$ cat src/rtl/matrix_mac_pkg.sv
// Shared definitions for the matrix MAC datapath: matrix geometry, loader
// state encoding and the operand matrix type used on loader/MAC ports.
package matrix_mac_pkg;

  localparam int MATRIX_DIM = 4;
  localparam int ELEMS      = MATRIX_DIM * MATRIX_DIM;
  localparam int ELEM_WIDTH = 8;

  typedef enum logic [1:0] {
    LOAD_A,
    LOAD_B,
    CLEAR,
    FIRE
  } loader_state_e;

  typedef logic [0:MATRIX_DIM-1][0:MATRIX_DIM-1][ELEM_WIDTH-1:0] matrix_t;

endpackage

$ cat src/rtl/matrix_operand_loader.sv
// Streams two row-major 4x4 operand matrices into registers and issues the
// MAC's clear/enable strobes, counting passes and flagging framing errors.
module matrix_operand_loader
  import matrix_mac_pkg::*;
#(
  parameter int DATA_WIDTH = 8
) (
  input  logic                                               clock,
  input  logic                                               reset,
  input  logic                                               in_valid,
  output logic                                               in_ready,
  input  logic [DATA_WIDTH-1:0]                              in_data,
  input  logic                                               in_first,
  input  logic                                               in_clear,
  output logic [0:MATRIX_DIM-1][0:MATRIX_DIM-1][DATA_WIDTH-1:0] matrix_1,
  output logic [0:MATRIX_DIM-1][0:MATRIX_DIM-1][DATA_WIDTH-1:0] matrix_2,
  output logic                                               mac_clear,
  output logic                                               mac_enable,
  output logic [7:0]                                         pass_count,
  output logic                                               frame_error
);

  localparam int IDX_W = $clog2(ELEMS);

  loader_state_e state_q;
  logic [IDX_W-1:0] idx_q, idx_d;
  logic [0:MATRIX_DIM-1][0:MATRIX_DIM-1][DATA_WIDTH-1:0] m1_q, m2_q;
  logic mac_clear_q, mac_enable_q, frame_error_q, clear_pending_q;
  logic [7:0] pass_q;

  logic ready;
  logic accept;
  logic resync;
  logic last_beat;

  always_comb begin
    ready     = (state_q == LOAD_A) || (state_q == LOAD_B);
    accept    = in_valid && ready;
    // A frame start anywhere but A[0][0] restarts the frame at A[0][0]
    resync    = accept && in_first && ((idx_q != '0) || (state_q == LOAD_B));
    last_beat = (idx_q == IDX_W'(ELEMS - 1));
    idx_d     = idx_q + 1'b1;
  end

  always_ff @(posedge clock) begin
    if (!reset) begin
      state_q         <= LOAD_A;
      idx_q           <= '0;
      m1_q            <= '0;
      m2_q            <= '0;
      mac_clear_q     <= 1'b0;
      mac_enable_q    <= 1'b0;
      pass_q          <= '0;
      frame_error_q   <= 1'b0;
      clear_pending_q <= 1'b0;
    end else begin
      mac_clear_q  <= 1'b0;
      mac_enable_q <= 1'b0;
      case (state_q)
        LOAD_A, LOAD_B: begin
          if (resync) begin
            frame_error_q   <= 1'b1;
            m1_q[0][0]      <= in_data;
            idx_q           <= IDX_W'(1);
            state_q         <= LOAD_A;
            clear_pending_q <= in_clear;
          end else if (accept) begin
            idx_q <= idx_d;
            if (state_q == LOAD_A) begin
              m1_q[idx_q[3:2]][idx_q[1:0]] <= in_data;
              if (in_first) clear_pending_q <= in_clear;
              if (last_beat) state_q <= LOAD_B;
            end else begin
              m2_q[idx_q[3:2]][idx_q[1:0]] <= in_data;
              if (last_beat) begin
                // Strobes are loaded on the transition so each lines up with its state
                if (clear_pending_q) begin
                  state_q     <= CLEAR;
                  mac_clear_q <= 1'b1;
                end else begin
                  state_q      <= FIRE;
                  mac_enable_q <= 1'b1;
                end
              end
            end
          end
        end
        CLEAR: begin
          pass_q          <= '0;
          clear_pending_q <= 1'b0;
          mac_enable_q    <= 1'b1;
          state_q         <= FIRE;
        end
        FIRE: begin
          pass_q  <= pass_q + 8'd1;
          state_q <= LOAD_A;
        end
        default: state_q <= LOAD_A;
      endcase
    end
  end

  assign in_ready    = ready;
  assign matrix_1    = m1_q;
  assign matrix_2    = m2_q;
  assign mac_clear   = mac_clear_q;
  assign mac_enable  = mac_enable_q;
  assign pass_count  = pass_q;
  assign frame_error = frame_error_q;

endmodule

$ cat config.mk
export PLATFORM = sky130hd
export DESIGN_NAME = matrix_operand_loader
export DESIGN_NICKNAME = d
export VERILOG_FILES = /design/src/rtl/matrix_mac_pkg.sv /design/src/rtl/matrix_operand_loader.sv
export SDC_FILE = /design/constraint.sdc
export NUM_CORES = 1
export LEC_CHECK = 0
export ABC_AREA = 1
export BUFFER_PORTS_ARGS = -buffer_cell sky130_fd_sc_hd__buf_2
export CORE_MARGIN = 1.5
export CORE_UTILIZATION = 49
export CTS_CLUSTER_SIZE = 12
export DETAILED_ROUTE_END_ITERATION = 6
export PLACE_DENSITY = 0.77
export SETUP_SLACK_MARGIN = 0.02
export SKIP_LAST_GASP = 1
export SYNTH_ARGS = -nofsm -noshare
export SYNTH_HDL_FRONTEND = slang
export SYNTH_SLANG_ARGS = --single-unit
$ cat constraint.sdc
create_clock -name clock -period 1.5 [get_ports clock]
set_input_delay 0.15 -clock clock [delete_from_list [all_inputs] [get_ports clock]]
set_output_delay 0.15 -clock clock [all_outputs]
set_load 0.02 [all_outputs]
# Word level (Yosys, flattened, before mapping)
# Index checks and enable logic that the tools add are counted.
[word_totals]
register_bits = 274
input_bits = 13
out_inout_bits = 268
wordCells = 114
[op_classes]
addsub = 2
n_lt_le_gt_ge = 4
n_eq_ne = 8
n_mux = 31
bitwise = 8
n_reduce_logical = 22
[ops]
columns = ["cell", "count"]
rows = [
  ["128-bit bitwise mux", 2],
  ["128-bit two-way mux", 2],
  ["32-bit demux with 2-bit select", 1],
  ["32-bit two-way mux", 1],
  ["8-bit demux with 2-bit select", 1],
  ["8-bit two-way mux", 2],
  ["8-bit case mux with 2 select lines", 1],
  ["3-bit != test, second input constant", 4],
  ["4-bit AND reduction", 3],
  ["1-bit two-way mux", 11],
  ["2-bit two-way mux", 5],
  ["8-bit by 1-bit adder with 8-bit output, second input constant", 1],
  ["4-bit two-way mux", 2],
  ["2-bit nonzero test", 4],
  ["3-bit greater-or-equal comparator, second input constant", 2],
  ["3-bit by 1-bit less-than comparator with 1-bit output, second input constant", 2],
  ["1-bit NOT", 6],
  ["2-bit NOT with 3-bit output", 2],
  ["2-bit case mux with 3 select lines", 1],
  ["2-bit AND reduction", 3],
  ["6-bit OR reduction", 1],
  ["1-bit logical AND", 5],
  ["4-bit by 1-bit adder with 4-bit output, second input constant", 1],
  ["2-bit equality test, second input constant", 2],
  ["8 further kinds", 10],
]

# Logic depth before layout (Yosys ltp)
[depth]
depth_word = 11
mapped_depth = 10
ltp_nobuf = 9

# Worst setup path after synthesis
# No wires, ideal clock.
[synth_path]
path_type = "reg2reg"
from = "reg idx_q[0]"
to = "reg m2_q, in the netlist matrix_2[40]"
setup_ns = 0.113
t_arrival_ns = 1.494
path_slack_ns = -0.107
path_stages_with_launch = 10
path_buffers = 0
period_less_slack_ns = 1.607
path_cell_list = "dfxtp_1 -> inv_1 -> ha_1 -> inv_1 -> nor2_2 -> inv_1 -> nor2_4 -> inv_2 -> nor2_1 -> nor2_1"
[synth_via]
elab_chain_cells = 8
word_cells_on_any_way = 14
classes_between = "2 x order compare; 5 x mux; 2 x bitwise; 5 x reduce/logical"
[synth_lines]
columns = ["item", "line_no", "source"]
rows = [
  ["start: declaration", "matrix_operand_loader.sv:26", "logic [IDX_W-1:0] idx_q, idx_d;"],
  ["start signal: assignment", "matrix_operand_loader.sv:68", "idx_q <= idx_d;"],
  ["2-bit NOT with 3-bit output (not written as such)", "matrix_operand_loader.sv:74", "m2_q[idx_q[3:2]][idx_q[1:0]] <= in_data;"],
  ["3-bit greater-or-equal comparator (not written as such) or 3-bit by 1-bit less-than comparator with 1-bit output (tied branches)", "matrix_operand_loader.sv:74", ""],
  ["1-bit logical AND (not written as such)", "matrix_operand_loader.sv:74", ""],
  ["8-bit two-way mux (not written as such)", "matrix_operand_loader.sv:74", ""],
  ["8-bit demux with 2-bit select", "matrix_operand_loader.sv:74", ""],
  ["32-bit two-way mux (not written as such)", "matrix_operand_loader.sv:74", ""],
  ["32-bit demux with 2-bit select", "matrix_operand_loader.sv:74", ""],
  ["128-bit bitwise mux", "matrix_operand_loader.sv:74", ""],
  ["end signal: indexed assignment", "matrix_operand_loader.sv:74", ""],
  ["end: declaration", "matrix_operand_loader.sv:27", "logic [0:MATRIX_DIM-1][0:MATRIX_DIM-1][DATA_WIDTH-1:0] m1_q, m2_q;"],
]
# Parallel ways exist; a longest one is shown, timed or not.
# A chain may end at the register's enable or synchronous reset.

# Worst setup path after layout
[layout_path]
from = "reg state_q[1]"
to = "out in_ready"
[layout_via]
elab_chain_cells = 2
word_cells_on_any_way = 3
classes_between = "1 x eq/ne; 2 x reduce/logical"
[layout_lines]
columns = ["item", "line_no", "source"]
rows = [
  ["start: declaration", "matrix_operand_loader.sv:25", "loader_state_e state_q;"],
  ["start signal: assignment", "matrix_operand_loader.sv:47", "state_q <= LOAD_A;"],
  ["start signal: assignment", "matrix_operand_loader.sv:65", "state_q <= LOAD_A;"],
  ["start signal: assignment", "matrix_operand_loader.sv:72", "if (last_beat) state_q <= LOAD_B;"],
  ["2-bit by 1-bit equality test with 1-bit output or 2-bit logical NOT (tied branches)", "matrix_operand_loader.sv:37", "ready = (state_q == LOAD_A) || (state_q == LOAD_B);"],
  ["1-bit logical OR *", "matrix_operand_loader.sv:37", ""],
  ["end: declaration", "matrix_operand_loader.sv:11", "output logic in_ready,"],
]
# Mark *: on every way between the ends. The rest lies on a longest branch, timed or not.

==> run_results.csv <==
group,metric,value,unit
status,status,"complete, but fails checks",
status,violations,"setup timing",
pwr,p_per_area,957,nW/um^2
cts,clk_path_buf_depth,3,
floorplanning,ioPinCount,281,
floorplanning,start_util,0.505,
cts,cts_root_buffer,"clkbuf_16",
place,io_buffers,280,
pwr,switchingPower,3.88,mW
routing,drtIter0Drc,985,
worst_setup_path,setup.worst_path.start_class,"flop",
sta,hold_violations,0,
worst_setup_path,critPathMaxStageDelay,0.36,ns
worst_setup_path,worstPathCellList,"clkinv_4, buf_4, buf_4, buf_2",
cts,clock_sinks,274,
yosys,yosys-top-cells-count,"nor2_1 (410), inv_1 (279), dfxtp_1 (274)",
yosys,synth_ff_type,"dfxtp_1",
pwr,power.total,16.1,mW
routing,wl_per_cell,16.7,um
worst_setup_path,cpMostUsedCell,"buf_4",
floorplanning,die_y,159,um
routing,vias,12300,
yosys,ys_seq_elements,274,
grt,grt_overflow,0,
yosys,ys_warn_count,0,
sta,rsz0062_at_grt,"true",
grt,grt_pass1_vias,11400,
routing,drc,0,
yosys,async_flop_share,0,
flow_run,cap_viol_max_count,0,
yosys,syn-instance-count,1689,
grt,antenna_found_initial,2,
yosys,synth_edf_count,0,
cts,htreeDepth,1,
yosys,syn_area,12000,um^2
cells_and_area,post_route_cells_drive_above_1_share,0.353,
cells_and_area,syn2layout_area_growth,40.4,%
sta,period_minus_slack,1.59,ns
place,place_hpwl,23600,um
cts,numCtsBuffers,29,
floorplanning,fp.coreArea,23700,um^2
sta,fin_tns_setup,-3.10,ns
yosys,syn_nets,1707,
grt,grt_first_pass_wirelength,60300,um
pwr,swShare,0.241,
cts,clkLatencyLatePin,0.55,ns
cts,path_clk_slew,0.06,ns
sta,fmax,627,MHz
worst_setup_path,critPathKind,"reg -> out",
sta,finalClockSkew,0.0194,ns
pwr,power_frac_comb,0.096,
worst_setup_path,cp-end-kind,"output port",
grt,grtUsageTotal,0.291,
floorplanning,row_count,56,
yosys,ys_types,32,
pwr,power_leakage,8.27,nW
floorplanning,fp.dieW,159,um
yosys,syn_area_per_cell,7.08,um^2
pwr,internal_power,12.2,mW
pwr,peakVddDrop,0.000755,V
sta,period_share,1.06,
worst_setup_path,slowest_stage,"dfxtp_2",
cells_and_area,layout.nets,2072,
worst_setup_path,path_max_fanout,5,
yosys,yosysTopAreaCell,"dfxtp_1",
yosys,yosysTopAreaCellShare,0.459,
yosys,yosysSeqAreaShare,0.459,
sta,final_max_slew_viol_count,0,
place,gp_congestion,0.820,
cells_and_area,diodes,0,
sta,slew_headroom,0.550,
grt,grt_max_degree,170,
routing,vias_per_cell,5.15,
pwr,p_clk_frac,0.444,
floorplanning,die_area,25300,um^2
worst_hold_path,hold_class,"in -> reg",
pwr,seqPwrFrac,0.460,
routing,dr.pass1.iters,5,
worst_setup_path,cp.arrival,1.44,ns
sta,layout_setup_ws,-0.0944,ns
cts,cts_tree,"yes",
sta,finalSetupViolCount,127,
routing,postRouteAntennaNets,0,
yosys,yosysMostFrequentCell,"nor2_1",
yosys,synth_area_leaders,"dfxtp_1 (46%), nor2_1 (13%), inv_1 (8.8%), nand2_1 (8.4%), nand4_1 (6.3%)",
routing,wl,39800,um
worst_setup_path,cp.required,1.35,ns
sta,worst_slew_pin_slew,0.676,ns
==> cell families after synthesis <==
logic type                 share of synthesized area
buffers and inverters                          0.133
DFF                                            0.459
AOI/OAI and AO/OA                             0.0630
xor gates and xnor gates                     0.00147
and+or+nand+nor                                0.339
adders and majority gates                    0.00523
==> per-layer routing <==
layer	GRT usage	vias to the layer above	wire, um
li1	-	5942	-
met5	0	-	10
met3	0.0742	75	3570
met2	0.489	556	19300
met1	0.363	5743	16000
met4	0.0973	2	962
==> layout make-up <==
cell class	instances	area, um^2
Clock buffer	44	832
Clock inverter	5	100
Fill cell	1866	6890
Inverter	303	1200
Multi-Input combinational cell	1028	5430
Sequential cell	274	5500
Tap cell	319	399
Timing Repair Buffer	418	3330
==> placed cells by master, fill, tap and decap left out, types with 2 or more instances in the layout <==
cell type,netlist,routed
o21ai_0,58,54
dlygate4sd3_1,0,2
dfxtp_2,0,3
inv_1,279,218
inv_4,0,12
clkbuf_16,0,35
nand2_8,0,4
buf_8,0,3
dfxtp_4,0,3
buf_4,3,47
clkbuf_1,26,10
inv_2,23,68
nor2_1,410,366
bufinv_16,0,3
nand3_1,11,9
nor3_1,4,4
xor2_1,2,2
nor2_2,8,37
nand2_2,6,74
ha_4,0,3
buf_6,11,39
buf_12,1,30
o21ai_2,0,5
clkinv_2,0,2
dfxtp_1,274,268
o21ai_1,80,79
nand3_4,14,16
buf_2,17,280
a21oi_1,7,7
nand4_1,121,121
nor2_4,23,38
buf_16,0,7
bufbuf_16,0,4
clkbuf_8,0,5
nand2_1,267,194
nand2_4,1,3
==> worst max-delay path: cells and delay by family (launching register included) <==
family                 cells  cell delay, ns
DFF                        1            0.36
buffers and inverters      4            0.56
==> final timing paths <==
check / start / endpoint / slack [ns] / depth (start not counted)
hold reg to reg: frame_error / frame_error / 0.47 / 2
hold / removal: reset / pass_count[7] / 0.09 / 3
setup reg to reg: idx_q[0] / matrix_1[25] / -0.08 / 9
setup / recovery: state_q[1] / in_ready / -0.09 / 4
==> stage by stage <==
stage          setup WS (ns)  utilization  hold slack [ns]  instances  area [um^2]
3_5_place_dp          -0.123        0.598            0.399       2278        14200
3_3_place_gp         -0.0930        0.598            0.389       2278        14200
4_1_cts              -0.0357        0.672          0.00426       2367        15900
2_1_floorplan         0.0136            -            0.289       1689        12000
6_report             -0.0944        0.709           0.0870       2391        16800
5_1_grt               -0.149        0.709           0.0872       2391        16800
==> sequential cells by signal (all words and copies together), names as in the netlist <==
register,flops
pass_count,8
mac_enable,1
matrix_1,128
frame_error,1
idx_q,4
matrix_2,128
state_q,2
mac_clear,1
clear_pending_q,1
==> power by group through the flow <==
stage / Combinational [mW] / Sequential, mW / Clock [mW]
2_1_floorplan: 0.673 / 7.63 / 0
3_3_place_gp: 1.10 / 7.55 / 0
3_5_place_dp: 1.11 / 7.55 / 0
4_1_cts: 1.35 / 7.40 / 7.20
5_1_grt: 1.62 / 7.40 / 7.50
6_report: 1.54 / 7.40 / 7.14
==> repair_timing <==
item,in CTS,in global routing
endpoints found under the setup margin,211,263
cloned,15,8
pin swaps,23,181
endpoints found under the hold margin,4,0
gates resized for setup,62,241
setup buffers,23,17
hold buffers,2,0
Power figures use the tool's default switching activity.
